$ cat config.mk
export PLATFORM = sky130hd
export DESIGN_NAME = mca_downsample_sequencer
export DESIGN_NICKNAME = d
export VERILOG_FILES = /design/src/rtl/mca_downsample_sequencer.sv
export SDC_FILE = /design/constraint.sdc
export NUM_CORES = 1
export LEC_CHECK = 0
export CAP_MARGIN = 10
export CORE_ASPECT_RATIO = 1.2
export CORE_UTILIZATION = 50
export CTS_CLUSTER_SIZE = 25
export DETAILED_ROUTE_END_ITERATION = 8
export GPL_ROUTABILITY_DRIVEN = 0
export PLACE_DENSITY = 0.79
export SLEW_MARGIN = 20
export SYNTH_ARGS = -nofsm -noshare
export SYNTH_HDL_FRONTEND = slang
export SYNTH_SLANG_ARGS = --single-unit
export TNS_END_PERCENT = 30
$ cat constraint.sdc
create_clock -name clk -period 4.5 [get_ports clk]
set_input_delay 0.45 -clock clk [delete_from_list [all_inputs] [get_ports clk]]
set_output_delay 0.45 -clock clk [all_outputs]
set_load 0.01 [all_outputs]
$ cat src/rtl/mca_downsample_sequencer.sv
// -----------------------------------------------------------------------------
// mca_downsample_sequencer
//
// Decimation controller for the hierarchical FIR adder of the CBADC estimator.
// It counts accepted control-vector beats and shifts the external S history on
// each one. After the first K beats it issues one adder start every DOWNSAMPLE
// beats. It captures the adder result ADDER_LATENCY cycles after each start and
// queues it in a small output FIFO that the consumer drains with valid/ready.
//
// Ports
//   clk            rising-edge clock
//   reset          synchronous, active-high; clears all state and flushes FIFO
//   enable         gates s_valid; an in-flight adder computation still finishes
//   s_valid        control vector present this cycle
//   s_shift_en     s_valid & enable (combinational), shifts the S register
//   s_snapshot     one-cycle pulse with adder_start, freezes the adder's S copy
//   adder_start    one-cycle registered start pulse to the adder
//   adder_sample   adder result, valid ADDER_LATENCY cycles after the start
//   sample_data    FIFO head (0 when empty)
//   sample_valid   FIFO not empty
//   sample_ready   consumer accepts the head
//   fill_done      sticky: K vectors accepted since reset
//   overrun        sticky: a result was dropped because the FIFO was full
//   collision      sticky: a start fell due while the adder was busy
//   clear_flags    clears overrun and collision
// -----------------------------------------------------------------------------
module mca_downsample_sequencer #(
    parameter int K                 = 256,
    parameter int N                 = 8,
    parameter int WIDTH_COEFFICIENT = 32,
    parameter int DOWNSAMPLE        = 16,
    parameter int ADDER_LATENCY     = 4,
    parameter int FIFO_DEPTH        = 2
) (
    input  logic                         clk,
    input  logic                         reset,
    input  logic                         enable,
    input  logic                         s_valid,
    output logic                         s_shift_en,
    output logic                         s_snapshot,
    output logic                         adder_start,
    input  logic [WIDTH_COEFFICIENT-1:0] adder_sample,
    output logic [WIDTH_COEFFICIENT-1:0] sample_data,
    output logic                         sample_valid,
    input  logic                         sample_ready,
    output logic                         fill_done,
    output logic                         overrun,
    output logic                         collision,
    input  logic                         clear_flags
);

    localparam int FILL_W  = $clog2(K + 1);
    localparam int PHASE_W = (DOWNSAMPLE > 1) ? $clog2(DOWNSAMPLE) : 1;
    localparam int LAT_W   = $clog2(ADDER_LATENCY + 1);
    localparam int PTR_W   = (FIFO_DEPTH > 1) ? $clog2(FIFO_DEPTH) : 1;
    localparam int CNT_W   = $clog2(FIFO_DEPTH + 1);
    localparam bit PARAMS_OK = (K >= 1) && (N >= 1) && (DOWNSAMPLE >= 1) &&
                               (ADDER_LATENCY >= 1) && (FIFO_DEPTH >= 1);

    // An illegal parameter set elaborates this marker block, which makes the
    // problem visible in the elaborated hierarchy.
    generate
        if (!PARAMS_OK) begin : g_invalid_parameters
        end
    endgenerate

    typedef enum logic {
        ST_IDLE = 1'b0,
        ST_BUSY = 1'b1
    } adder_state_e;

    // ---------------------------------------------------------------- state
    logic [FILL_W-1:0]  fill_cnt_q,  fill_cnt_d;
    logic               fill_done_q, fill_done_d;
    logic [PHASE_W-1:0] phase_q,     phase_d;
    adder_state_e       state_q,     state_d;
    logic [LAT_W-1:0]   lat_cnt_q,   lat_cnt_d;
    logic               start_q,     start_d;
    logic               overrun_q,   overrun_d;
    logic               collision_q, collision_d;
    logic [PTR_W-1:0]   rd_ptr_q,    rd_ptr_d;
    logic [PTR_W-1:0]   wr_ptr_q,    wr_ptr_d;
    logic [CNT_W-1:0]   count_q,     count_d;
    logic [WIDTH_COEFFICIENT-1:0] fifo_mem [FIFO_DEPTH];

    logic beat;
    logic trigger;
    logic capture;
    logic adder_free_next;
    logic pop;
    logic push_ok;

    // ------------------------------------------------- beat / decimation count
    always_comb begin
        beat        = s_valid & enable;
        fill_cnt_d  = fill_cnt_q;
        fill_done_d = fill_done_q;
        phase_d     = phase_q;
        trigger     = 1'b0;
        if (beat) begin
            if (!fill_done_q) begin
                fill_cnt_d = fill_cnt_q + 1'b1;
                if (fill_cnt_q == FILL_W'(K - 1)) begin
                    fill_done_d = 1'b1;
                    trigger     = 1'b1;
                    phase_d     = '0;
                end
            end else if (phase_q == PHASE_W'(DOWNSAMPLE - 1)) begin
                phase_d = '0;
                trigger = 1'b1;
            end else begin
                phase_d = phase_q + 1'b1;
            end
        end
    end

    // ------------------------------------------------------- adder tracking
    // The start pulse is registered, so the decision to issue it is taken in
    // the trigger cycle from the adder state projected one cycle ahead. The
    // adder counts as free next cycle when it will be idle or will be doing
    // its capture, since a capture and a new start may share a cycle.
    always_comb begin
        capture   = (state_q == ST_BUSY) && (lat_cnt_q == LAT_W'(1));
        state_d   = state_q;
        lat_cnt_d = lat_cnt_q;
        unique case (state_q)
            ST_IDLE: begin
                if (start_q) begin
                    state_d   = ST_BUSY;
                    lat_cnt_d = LAT_W'(ADDER_LATENCY);
                end
            end
            ST_BUSY: begin
                if (capture) begin
                    if (start_q) begin
                        lat_cnt_d = LAT_W'(ADDER_LATENCY);
                    end else begin
                        state_d   = ST_IDLE;
                        lat_cnt_d = '0;
                    end
                end else begin
                    lat_cnt_d = lat_cnt_q - 1'b1;
                end
            end
            default: begin
                state_d   = ST_IDLE;
                lat_cnt_d = '0;
            end
        endcase

        adder_free_next = (state_d == ST_IDLE) || (lat_cnt_d == LAT_W'(1));
        start_d         = trigger & adder_free_next;
    end

    // ------------------------------------------------------------ FIFO + flags
    always_comb begin
        pop     = (count_q != '0) & sample_ready;
        // A full FIFO still accepts the push when the head leaves this cycle.
        push_ok = capture & ((count_q != CNT_W'(FIFO_DEPTH)) | pop);

        rd_ptr_d = rd_ptr_q;
        wr_ptr_d = wr_ptr_q;
        count_d  = count_q;
        if (pop) begin
            rd_ptr_d = (rd_ptr_q == PTR_W'(FIFO_DEPTH - 1)) ? '0 : rd_ptr_q + 1'b1;
        end
        if (push_ok) begin
            wr_ptr_d = (wr_ptr_q == PTR_W'(FIFO_DEPTH - 1)) ? '0 : wr_ptr_q + 1'b1;
        end
        if (push_ok && !pop) begin
            count_d = count_q + 1'b1;
        end else if (!push_ok && pop) begin
            count_d = count_q - 1'b1;
        end

        // A set event wins over a simultaneous clear.
        overrun_d   = (capture & ~push_ok) | (overrun_q & ~clear_flags);
        collision_d = (trigger & ~adder_free_next) | (collision_q & ~clear_flags);
    end

    always_ff @(posedge clk) begin
        if (reset) begin
            fill_cnt_q  <= '0;
            fill_done_q <= 1'b0;
            phase_q     <= '0;
            state_q     <= ST_IDLE;
            lat_cnt_q   <= '0;
            start_q     <= 1'b0;
            overrun_q   <= 1'b0;
            collision_q <= 1'b0;
            rd_ptr_q    <= '0;
            wr_ptr_q    <= '0;
            count_q     <= '0;
        end else begin
            fill_cnt_q  <= fill_cnt_d;
            fill_done_q <= fill_done_d;
            phase_q     <= phase_d;
            state_q     <= state_d;
            lat_cnt_q   <= lat_cnt_d;
            start_q     <= start_d;
            overrun_q   <= overrun_d;
            collision_q <= collision_d;
            rd_ptr_q    <= rd_ptr_d;
            wr_ptr_q    <= wr_ptr_d;
            count_q     <= count_d;
        end
    end

    // Storage has no reset; occupancy is tracked by count_q alone.
    always_ff @(posedge clk) begin
        if (!reset && push_ok) begin
            fifo_mem[wr_ptr_q] <= adder_sample;
        end
    end

    // ---------------------------------------------------------------- outputs
    assign s_shift_en   = beat;
    assign adder_start  = start_q;
    assign s_snapshot   = start_q;
    assign sample_valid = (count_q != '0);
    assign sample_data  = sample_valid ? fifo_mem[rd_ptr_q] : '0;
    assign fill_done    = fill_done_q;
    assign overrun      = overrun_q;
    assign collision    = collision_q;

endmodule
# After elaboration in Yosys (flattened, before gate mapping)
# Memory sizes are Yosys's and may differ from the RTL's. A register that Yosys moved wholly into a read port is not among the register bits.
# Cells that the tools add are included.
# Widths: inputs -> output; s select.
# op_classes
bitwise	17
muxes	24
n_reduce_logical	13
add_sub_neg	7
n_eq_ne	5
# op_table
cell	count
$mux 32	1
$mux 1	13
$mux 4	3
$add 9x1->9 const B	1
$eq 9x8->1 const B	1
$mux 3	3
$and 1x1->1	8
$eq 3x1->1 const B	2
$not 1->1	6
$pmux 3 s2	1
$reduce_bool 2->1	3
$add 4x1->4 const B	1
$eq 4x4->1 const B	1
$logic_and 1x1->1	4
$mux 2	2
$reduce_and 2->1	2
$logic_not 1->1	3
$or 1x1->1	3
$sub 3x1->3 const B	1
$add 1x1->1 const B	2
$add 2x1->2 const B	1
$ne 2x2->1 const B	1
$pmux 1 s2	1
$sub 2x1->2 const B	1
$logic_or 1x1->1	1
# totals
input_bits	38
ff_bits	25
out_inout_bits	39
mem_bits_rw	64
mem_count	1
# mem_list
name	words	word_bits	rd	rd_ports_with_merged_regs	wr	line_no	rtl
fifo_mem	2	32	1	1	1	84	logic [WIDTH_COEFFICIENT-1:0] fifo_mem [FIFO_DEPTH];

# Depth between registers and ports, before layout
# Gate-level depths: netlist (run 1).
# logic_depth
ltp_word	9
mapped_depth	9
depth_no_buf	9

# Worst setup path after synthesis (run 1)
# No wires, ideal clock.
# synth_path
path_kind	register to register
start	register lat_cnt_q[0]
end	memory fifo_mem[0][0] (enable)
setup_time_ps	461
stages_incl_launch_ff	5
t_arrival_ps	3211
path_buffers	0
slack_ps	828
path_cell_list	dfxtp_1 -> ha_1 -> nand2b_1 -> or3_4 -> nor3_1
# synth_via
elab_chain_len	6
# synth_lines
element	line_no	rtl
start: declaration	77	logic [LAT_W-1:0] lat_cnt_q, lat_cnt_d;
start signal: assignment	199	lat_cnt_q <= lat_cnt_d;
$eq 3x1->1	123	capture = (state_q == ST_BUSY) && (lat_cnt_q == LAT_W'(1));
$logic_and 1x1->1	123	
$and 1x1->1	159	push_ok = capture & ((count_q != CNT_W'(FIFO_DEPTH)) | pop);
$logic_and 1x1->1	211	if (!reset && push_ok) begin
$mux 1	211	
$mux 1 (not written as such)	212	fifo_mem[wr_ptr_q] <= adder_sample;
end: declaration	84	
# Every way passes these cells.

==> reports/results.txt, run 1 <==
CP Class -> reg2out
Final setup viols -> 0
Sequential share of power -> 0.567
Area delta synth->final -> 27.7%
Clock Power Share -> 0.288
Row cnt -> 33
Switch share -> 0.239
Crit path cell chain -> mux2i_1 -> nor2_1 -> clkdlybuf4s50_1
Post-DR wirelength/cell -> 13.6 um
Unrepaired setup endpoints after global routing -> false
Crit path capture type -> output port
Ant. Diodes -> 0
First-pass GRT wire length -> 9590 um
Net Count, Synth -> 320
CP arrival -> 2240 ps
WL final -> 6060 um
WP data required -> 4050 ps
Largest net degree at the start of global routing -> 34
CTS Buf Count -> 9
Synth cell types -> 37
Post_cts resized -> 0
Cells after DPL -> 430
Commonest non-fill, non-tap cells in the layout -> clkdlybuf4s50_1, edfxtp_1, nor2_1
Critical-path maximum fanout -> 32
Vias in the first global route -> 2189
Commonest non-fill, non-tap cell in the layout -> clkdlybuf4s50_1
WP buf/inv -> 1
Hold Vio Cnt, Final -> 0
Final Max Tran Viols -> 0
Core Box Area -> 0.00694 mm2
Drt first pass iters -> 4
Hold bufs inserted after CTS -> 0
Share of cells above drive strength 1 -> 0.0808
CP top delay family -> flip-flops
Via Count -> 2287
Max frequency -> 371 MHz
P per Cell Area -> 348 mW/mm2
Clock Sinks -> 90
Slew @ Worst Pin -> 994 ps
Count of antenna-violating nets left after detailed routing -> 0
VDD IR max -> 0.000192 V
Mean Syn Cell Area -> 13.2 um2
Clock skew -> 9.34 ps
Fin crit period -> 2690 ps
Fin cells -> 446
Syn. warnings -> 0
Via-per-instance ratio -> 5.13
Grt ovf -> 0
Chip Width -> 79.8 um
Clock Path Buffers -> 2
Mapped Area -> 0.00364 mm2
CP startpoint kind -> register
Worst-Skew Late Latency -> 340 ps
Sw power -> 387 uW
Internal power -> 1.23 mW
Setup TNS -> 0 ps
TritonCTS clock tree -> built
Die span in y -> 95.4 um
Final hold slack -> 498 ps
CTS Root Cell -> clkbuf_8
CP max stage delay -> 990 ps
# IOs -> 77
MaxCap Viol Count -> 0
Nets -> 398
Status -> finished, final reports clean
1st-iter DRT viols -> 114
Worst-path cell with the longest stage delay -> dfxtp_2
Starting Density -> 0.524
Die ar. -> 0.00762 mm2
Initial antenna violation count -> 0
Hold Path Class -> reg2reg
Yosys reg bits -> 90
H-tree lvl count -> 3
Clk slew on worst S/H paths -> 80 ps
Crit share post-route -> 0.598
IO buf count -> 76
Max-Slew Margin vs Limit -> 0.338
Gr usage total -> 0.169
Logic pwr share -> 0.145
Sequential area share after synthesis -> 0.672
DP HPWL -> 4090 um
Cells after synthesis -> 276
Buffer count from post-CTS setup fixing -> 0
Residual DRC count -> 0
Leak -> 1.58 nW
-- worst paths after layout --
| path | slack [ps] | start | end | depth (start not counted) |
|---|---|---|---|---|
| setup / recovery | 1810 | register | sample_data[28] | 3 |
| hold / removal | 500 | lat_cnt_q[1] | lat_cnt_q[1] | 2 |
| setup reg to reg | 2180 | lat_cnt_q[0] | fifo_mem[0][13] | 5 |
| hold reg to reg | 500 | lat_cnt_q[1] | lat_cnt_q[1] | 2 |
-- cell families after synthesis --
logic type	share of synthesized area
AOI/OAI and AO/OA	0.0444
buffers and inverters	0.0292
and+or+nand+nor	0.116
DFF	0.672
xor gates and xnor gates	0.0241
muxes	0.0936
adders and majority gates	0.0206
-- layout make-up --
cell class                      count  area [um2]
Inverter                           10        37.5
Multi-Input combinational cell    163        1090
Clock buffer                        9         124
Timing Repair Buffer               80         791
Clock inverter                      7        43.8
Sequential cell                    90        2440
Tap cell                           87         109
Fill cell                         529        2290
-- power by group through the flow --
stage	Sequential, mW	Combinational [mW]	Clock, mW
final	0.916	0.234	0.464
after global routing	0.918	0.254	0.501
after CTS	0.916	0.237	0.475
after detailed placement	0.935	0.235	0
after global placement	0.934	0.233	0
after floorplan	0.915	0.121	0
-- Yosys cell counts --
library cell	number	share of area
edfxtp_1	64	0.53
nor2_1	54	0.056
mux2i_1	34	0.094
dfxtp_1	26	0.14
a21oi_1	9	0.012
inv_1	7	0.0072
xor2_1	7	0.017
clkbuf_1	6	0.0062
ha_1	6	0.021
nand2_1	6	0.0062
nand3_1	5	0.0069
nor3_1	5	0.0069
o21ai_0	5	0.0069
buf_2	4	0.0055
and3_1	3	0.0052
inv_2	3	0.0031
nand4_1	3	0.0052
nor2b_1	3	0.0052
xnor2_1	3	0.0072
a21o_1	2	0.0041
a31oi_1	2	0.0034
a32oi_1	2	0.0048
buf_4	2	0.0041
or3_1	2	0.0034
a211o_1	1	0.0024
a211oi_1	1	0.0021
a22oi_1	1	0.0021
a32o_1	1	0.0028
and3b_1	1	0.0024
buf_6	1	0.0031
nand2b_1	1	0.0017
nand4b_4	1	0.0065
nor2_2	1	0.0017
nor3b_1	1	0.0021
nor4b_2	1	0.0041
o211ai_2	1	0.0034
or3_4	1	0.0031
-- state kept, by name, indices dropped and copies added (netlist names), named ones only --
name and cells:
fill_cnt_q 9, phase_q 4, adder_start 1, collision 1
count_q 2, state_q 1, wr_ptr_q 1, lat_cnt_q 3
fill_done 1, rd_ptr_q 1, fifo_mem 64, overrun 1
-- worst min-delay path: cells and delay by family, from the launching register on --
kind            cells  cell delay (ps)
compound gates      1               60
flops               1              340
simple gates        1               70
-- through the flow --
stage	cell area (um2)	power (mW)	worst slack [ps]	utilization
6_report	4640	1.61	1810	0.669
5_1_grt	4640	1.67	1670	0.669
4_1_cts	4640	1.63	1770	0.669
3_5_place_dp	4480	1.17	1850	0.645
3_3_place_gp	4480	1.17	1880	0.645
2_1_floorplan	3640	1.04	828	-
-- routing by layer --
metal / vias to the layer above / track usage / wire, um / part of all wire
li1: 1143 / - / - / -
met1: 1070 / 0.196 / 2510 / 0.41
met2: 67 / 0.302 / 3140 / 0.52
met3: 7 / 0.0364 / 329 / 0.054
met4: 0 / 0.0670 / 77 / 0.013
met5: - / 0 / 0 / 0
(Power assumes the default switching activity.)
==> run 2, diff against run 1 <==
Clock period 4.5 ns to 2.71 ns, I/O delays scaled along.
==> run 2 against run 1 <==
Against the previous run: first-iteration DRC count is 48% lower; die area stayed put; clock-buffer cell count is 2 higher; clock skew is 2.0 ps lower; via count is 0.13% higher; highest routed layer unchanged.
==> reports/results.txt, run 2 (synthesis results as in run 1) <==
TritonCTS clock tree -> built
Chip Width -> 79.8 um (unchanged)
Grt ovf -> 0 (unchanged)
CP top delay family -> buffers and inverters
Max-Slew Margin vs Limit -> 0.716 (+0.379)
CP arrival -> 1890 ps (-350 ps)
Worst-path cell with the longest stage delay -> clkdlybuf4s50_1
Worst-Skew Late Latency -> 350 ps (about the same)
Status -> finished, final reports clean
Critical-path maximum fanout -> 26 (-19%)
Via Count -> 2290 (+0.13%)
CP Class -> reg2out
WP buf/inv -> 2 (+1)
Clock Sinks -> 90 (unchanged)
Cells after DPL -> 431 (+0.23%)
Largest Register -> fifo_mem
Crit path cell chain -> buf_12 -> mux2i_1 -> nor2_1 -> clkdlybuf4s50_1
Sequential share of power -> 0.542 (-0.025)
MaxCap Viol Count -> 0 (unchanged)
Clock skew -> 7.36 ps (-1.99 ps)
Via-per-instance ratio -> 5.12 (about the same)
Nets -> 399 (+0.25%)
First-pass GRT wire length -> 9800 um (+2.2%)
HP Start -> adder_sample[16]
Worst Hold Depth -> 1 (-1)
Drt first pass iters -> 4 (unchanged)
Max frequency -> 462 MHz
# IOs -> 77 (unchanged)
Area delta synth->final -> 29.3%
DP HPWL -> 4280 um (+4.8%)
Leak -> 1.59 nW (+0.40%)
Ant. Diodes -> 0 (unchanged)
CP max stage delay -> 480 ps (-510 ps)
Worst Reg-to-Reg Cells -> 5 (unchanged)
Count of antenna-violating nets left after detailed routing -> 0 (unchanged)
CP startpoint kind -> register
Final worst slack -> 546 ps (-1260 ps)
Clock Power Share -> 0.306 (+0.018)
Commonest non-fill, non-tap cells in the layout -> clkdlybuf4s50_1, edfxtp_1, nor2_1
Layout Utilization -> 0.678 (+0.00830)
Slack of the worst reg-to-reg path -> 680 ps (-1500 ps)
Die span in y -> 95.4 um (unchanged)
Post_cts resized -> 0 (unchanged)
Hold Vio Cnt, Final -> 0 (unchanged)
Hold Path Class -> in2reg
Clock Path Buffers -> 2 (unchanged)
Slew @ Worst Pin -> 425 ps (-568 ps)
Largest regs -> fifo_mem x64, fill_cnt_q x9, phase_q x4
RR Endpoint -> fifo_mem[0][31]
Starting Density -> 0.524 (unchanged)
Post-DR wirelength/cell -> 14.0 um (+3.2%)
Largest net degree at the start of global routing -> 34 (unchanged)
Initial antenna violation count -> 0 (unchanged)
Placed instance area -> 0.00451 mm2 (+0.87%)
Finished layout cell area -> 0.00470 mm2 (+1.2%)
Gr usage total -> 0.176 (+0.00735)
Commonest non-fill, non-tap cell in the layout -> clkdlybuf4s50_1
Fin crit period -> 2160 ps
Residual DRC count -> 0 (unchanged)
CTS Buf Count -> 9 (unchanged)
Vias in the first global route -> 2189 (unchanged)
Clk slew on worst S/H paths -> 80 ps (about the same)
1st-iter DRT viols -> 59 (-48%)
Internal power -> 2.14 mW (+74%)
Max FFs per register -> 64 (unchanged)
Unrepaired setup endpoints after global routing -> false
WP data required -> 2440 ps (-1610 ps)
Final setup viols -> 0 (unchanged)
Share of cells above drive strength 1 -> 0.0806 (-0.000224)
Crit path depth -> 4 (+1)
Logic pwr share -> 0.152 (+0.007)
CTS Root Cell -> clkbuf_8
Final Max Tran Viols -> 0 (unchanged)
Pre-CTS setup slack -> 545 ps (-1310 ps)
Fin cells -> 447 (+0.22%)
IO buf count -> 76 (unchanged)
Setup TNS -> 0 ps (unchanged)
R2r startpoint -> lat_cnt_q[0]
Hold EP -> fifo_mem[0][16]
Crit share post-route -> 0.798
Die ar. -> 0.00762 mm2 (unchanged)
Tot Pwr -> 2.76 mW (+71%)
WL final -> 6270 um (+3.5%)
Crit path capture type -> output port
Hold bufs inserted after CTS -> 0 (unchanged)
H-tree lvl count -> 3 (unchanged)
Switch share -> 0.227 (-0.0120)
VDD IR max -> 0.000419 V (+120%)
Sw power -> 629 uW (+63%)
Row cnt -> 33 (unchanged)
Final hold slack -> 497 ps (-0.536 ps)
Core Box Area -> 0.00694 mm2 (unchanged)
P per Cell Area -> 588 mW/mm2 (+69%)
Buffer count from post-CTS setup fixing -> 0 (unchanged)
run 2: worst max path at each step:
stage	from	endpoint	slack [ps]
6_report	register	sample_data[13]	550
5_1_grt	register	sample_data[13]	430
4_1_cts	register	sample_data[13]	520
3_5_place_dp	sample_ready	fifo_mem[0][3]	550
3_3_place_gp	sample_ready	fifo_mem[0][23]	590
2_1_floorplan	lat_cnt_q[0]	fifo_mem[0][0]	20
run 2: power by group through the flow:
| stage | clock network, mW | registers [mW] | logic (mW) |
|---|---|---|---|
| final | 0.846 | 1.50 | 0.421 |
| after global routing | 0.909 | 1.50 | 0.453 |
| after CTS | 0.866 | 1.50 | 0.425 |
| after detailed placement | 0 | 1.53 | 0.423 |
| after global placement | 0 | 1.53 | 0.417 |
| after floorplan | 0 | 1.52 | 0.201 |
run 2: routing by layer:
metal / vias up / GRT usage / routed length, um
met1: 1059 / 0.197 / 2540
met4: 0 / 0.106 / 177
met2: 70 / 0.304 / 3210
met5: - / 0 / 0
li1: 1143 / - / -
met3: 18 / 0.0411 / 340
run 2: final cells by class:
type | instances | area (um2)
tap | 87 | 109
fill | 503 | 2240
inverter | 10 | 37.5
clock inverter | 5 | 55.1
multi-input combinational | 163 | 1100
sequential | 90 | 2440
timing repair buffer | 81 | 823
clock buffer | 11 | 131
